### config.mk
export PLATFORM = sky130hd
export DESIGN_NAME = filter
export DESIGN_NICKNAME = d
export VERILOG_FILES = /design/src/rtl/filter.sv
export SDC_FILE = /design/constraint.sdc
export NUM_CORES = 1
export LEC_CHECK = 0
export ABC_AREA = 1
export CAP_MARGIN = 20
export CORE_AREA = 3 3 40 42
export CTS_CLUSTER_DIAMETER = 150
export CTS_CLUSTER_SIZE = 8
export DETAILED_ROUTE_END_ITERATION = 10
export DIE_AREA = 0 0 43 45
export PLACE_DENSITY = 0.37
export SLEW_MARGIN = 20
export SYNTH_ARGS = -nofsm -noshare
export SYNTH_HDL_FRONTEND = slang
export SYNTH_SLANG_ARGS = --single-unit
### constraint.sdc
create_clock -name p_clk_in -period 0.8 [get_ports p_clk_in]
set_input_delay 0.16 -clock p_clk_in [delete_from_list [all_inputs] [get_ports p_clk_in]]
set_output_delay 0.16 -clock p_clk_in [all_outputs]
set_load 0.05 [all_outputs]
### src/rtl/filter.sv
// filter: glitch filter that passes a level only after DEPTH consecutive identical samples
module filter #(
    parameter int DEPTH = 4
) (
    output logic sig_out,
    input  logic p_clk_in,
    input  logic p_rst,
    input  logic sig_in
);
    logic [DEPTH-1:0] q;
    logic             J;
    logic             K;
    // Sample history; q[0] is the first (and only) resolving stage for the asynchronous input
    always_ff @(posedge p_clk_in or posedge p_rst)
        if (p_rst) q <= '0;
        else       q <= {q[DEPTH-2:0], sig_in};
    // Qualified-high and qualified-low detectors; both can never be true at once
    always_comb begin
        J = &q;
        K = ~|q;
    end
    // JK output register: set on a qualified high, clear on a qualified low, otherwise hold
    always_ff @(posedge p_clk_in or posedge p_rst)
        if (p_rst) sig_out <= 1'b0;
        else       sig_out <= J ? 1'b1 : (K ? 1'b0 : sig_out);
endmodule

==> flow_metrics.env <==
export IMPL_status="complete, but fails checks"
export IMPL_violations="negative setup slack"
export IMPL_max_cap_viol_count=0
export IMPL_viasPerCell=2.971
export IMPL_cts_sinks=5
export IMPL_syn_nets=15
export IMPL_antenna_found_initial=0
export IMPL_port_buffers=3
export IMPL_nets=24
export IMPL_drv_slew=0
export IMPL_min_path_type="input pin to async pin"
export IMPL_drc=0
export IMPL_syn_area_per_cell_um2=12.82
export IMPL_p_sw_frac=0.2461
export IMPL_period_share=1.204
export IMPL_multi_input_area_um2=25.02
export IMPL_yosysSeqAreaShare=0.8130
export IMPL_ir_drop_uv=700.3
export IMPL_grt_max_degree=6
export IMPL_diodes=0
export IMPL_wl_per_cell_um=6.457
export IMPL_p_switching_uw=169.5
export IMPL_r2r_start="q[0]"
export IMPL_cp_slowest_stage_delay_ns=0.41
export IMPL_first_global_vias=117
export IMPL_synth_seq_cells=5
export IMPL_fillers=139
export IMPL_cp_max_fo=2
export IMPL_setup_viol=1
export IMPL_worstReg2RegEnd="sig_out"
export IMPL_grt_pass1_wl_um=448
export IMPL_ys_types=5
export IMPL_place_congestion=0.5255
export IMPL_firstDrtPassIters=4
export IMPL_critical_path_top_delay_family="flip-flops"
export IMPL_skew_ns=0.001534
export IMPL_cp_slowest_cell="dfrtp_2"
export IMPL_routed_wl_um=226
export IMPL_cp_num_buf_inv=1
export IMPL_arrival_ns=0.80
export IMPL_cts_tree="built"
export IMPL_drive_gt1_frac=0.3000
export IMPL_pwr_share_seq=0.425
export IMPL_critPathCaptureType="output pin"
export IMPL_comb_power_share=0.154
export IMPL_fin_ws_ns=-0.1635
export IMPL_rsz0062_at_grt="yes"
export IMPL_htree_levels=1
export IMPL_ant_nets=0
export IMPL_io_pins=4
export IMPL_clockRootBuffer="clkbuf_4"
export IMPL_grt_use_total=0.03856
export IMPL_detailed_place_hpwl_um=156.4
export IMPL_core_rowCount=13
export IMPL_hold_buffers=0
export IMPL_pwr_share_clk=0.421
export IMPL_place_ws_ns=0.05957
export IMPL_cts_buffers=3
export IMPL_die_w_um=43
export IMPL_relSlewSlack=0.8727
export IMPL_final_area_um2=247.7
export IMPL_worstMarginPinSlew_ns=0.1907
export IMPL_yosys_warnings=0
export IMPL_syn_inst=12
export IMPL_place_area_um2=214.0
export IMPL_critPathRequiredTime_ns=0.64
export IMPL_netlist_area_um2=153.9
export IMPL_p_leak_uw=0.0001126
export IMPL_drt_initial_drc_count=2
export IMPL_grt_overflow=0
export IMPL_clock_latency_ns=0.24
export IMPL_die_h_um=45
export IMPL_start_util=0.1198
export IMPL_cts_resized_gates=0
export IMPL_vias=104
export IMPL_p_per_area_nw_per_um2=2780
export IMPL_coreArea_um2=1285
export IMPL_reg2reg_slack_ns=0.06
export IMPL_clk_pin_slew_worst_paths_ns=0.04
export IMPL_area_growth_syn_to_layout_pct=60.98
export IMPL_reg2reg_depth=4
export IMPL_p_int_uw=519.3
export IMPL_period_minus_slack_ns=0.9635
export IMPL_worstPathCellList="buf_12"
export IMPL_cts_max_path_buffers=2
export IMPL_crit_type="flop to output pin"
export IMPL_finalHoldViolCount=0
export IMPL_max_freq_mhz=1038
export IMPL_die_area_um2=1935
export IMPL_startpoint_type="flop"
export IMPL_ff_latch_area_um2=126.4
[power groups by stage]
stage          combinational, uW  clock, uW  sequential (uW)
2_1_floorplan               14.4          0              325
3_3_place_gp                 104          0              296
3_5_place_dp                 104          0              297
4_1_cts                      104        303              294
5_1_grt                      113        307              297
6_report                     106        290              293
[synth_stat cells]
cell,n,area share
inv_1,1,0.024
nand2_1,3,0.073
nand4_1,1,0.041
dfrtp_1,5,0.81
nor2_1,2,0.049
[how the worst max path moves through the flow]
| stage | start | end | slack (ns) | cells after the start |
|---|---|---|---|---|
| floorplan | sig_out | sig_out | 0.05 | 2 |
| finish | sig_out | sig_out | -0.16 | 1 |
| detailed placement | q[1] | sig_out | 0.06 | 4 |
| CTS | sig_out | sig_out | -0.18 | 1 |
| global placement | q[1] | sig_out | 0.06 | 4 |
| global route | sig_out | sig_out | -0.19 | 1 |
[state kept, by name, summed over array words and instances, names as in the netlist]
register	count
q	4
sig_out	1
[kinds of logic after synthesis]
family,after synthesis,share of synthesized area
simple gates,6,0.1626
buf+inv,1,0.02437
flops,5,0.8130
[through the flow]
step / util / instances / total power, uW / hold slack (ns) / setup TNS (ns)
final: 0.1928 / 35 / 688.8 / 0.1174 / -0.1635
after global routing: 0.1928 / 35 / 717.5 / 0.1558 / -0.2000
after CTS: 0.1870 / 34 / 700.8 / 0.1167 / -0.1769
after detailed placement: 0.1665 / 30 / 401.0 / 0.3766 / 0
after global placement: 0.1665 / 30 / 400.2 / 0.3699 / 0
after floorplan: - / 12 / 339.7 / -0.06155 / 0
[metal layers]
layer  wire [um]  GRT usage
met5           0          0
met3          28    0.02789
met1         100    0.03931
met2          91    0.03293
met4           4    0.07229
[layout make-up]
cell class | count | area share
timing repair buffer | 4 | 0.1919
clock buffer | 4 | 0.1061
inverter | 1 | 0.01515
sequential | 5 | 0.5101
multi-input combinational | 6 | 0.1010
tap | 15 | 0.07576
[cell usage in the layout (no fill, tap or decap)]
master and count:
buf_4 1, nand4_1 1, clkdlybuf4s50_1 2, dfrtp_1 4, dfrtp_2 1, clkbuf_1 1, inv_1 1, clkbuf_4 3
nand2_1 3, buf_12 1, nor2_1 2
[what timing repair did]
item / CTS / global route
pin swaps: 0 / 1
setup buffers: 0 / 1
endpoints found under the setup margin: 1 / 2
(Power assumes the default switching activity.)
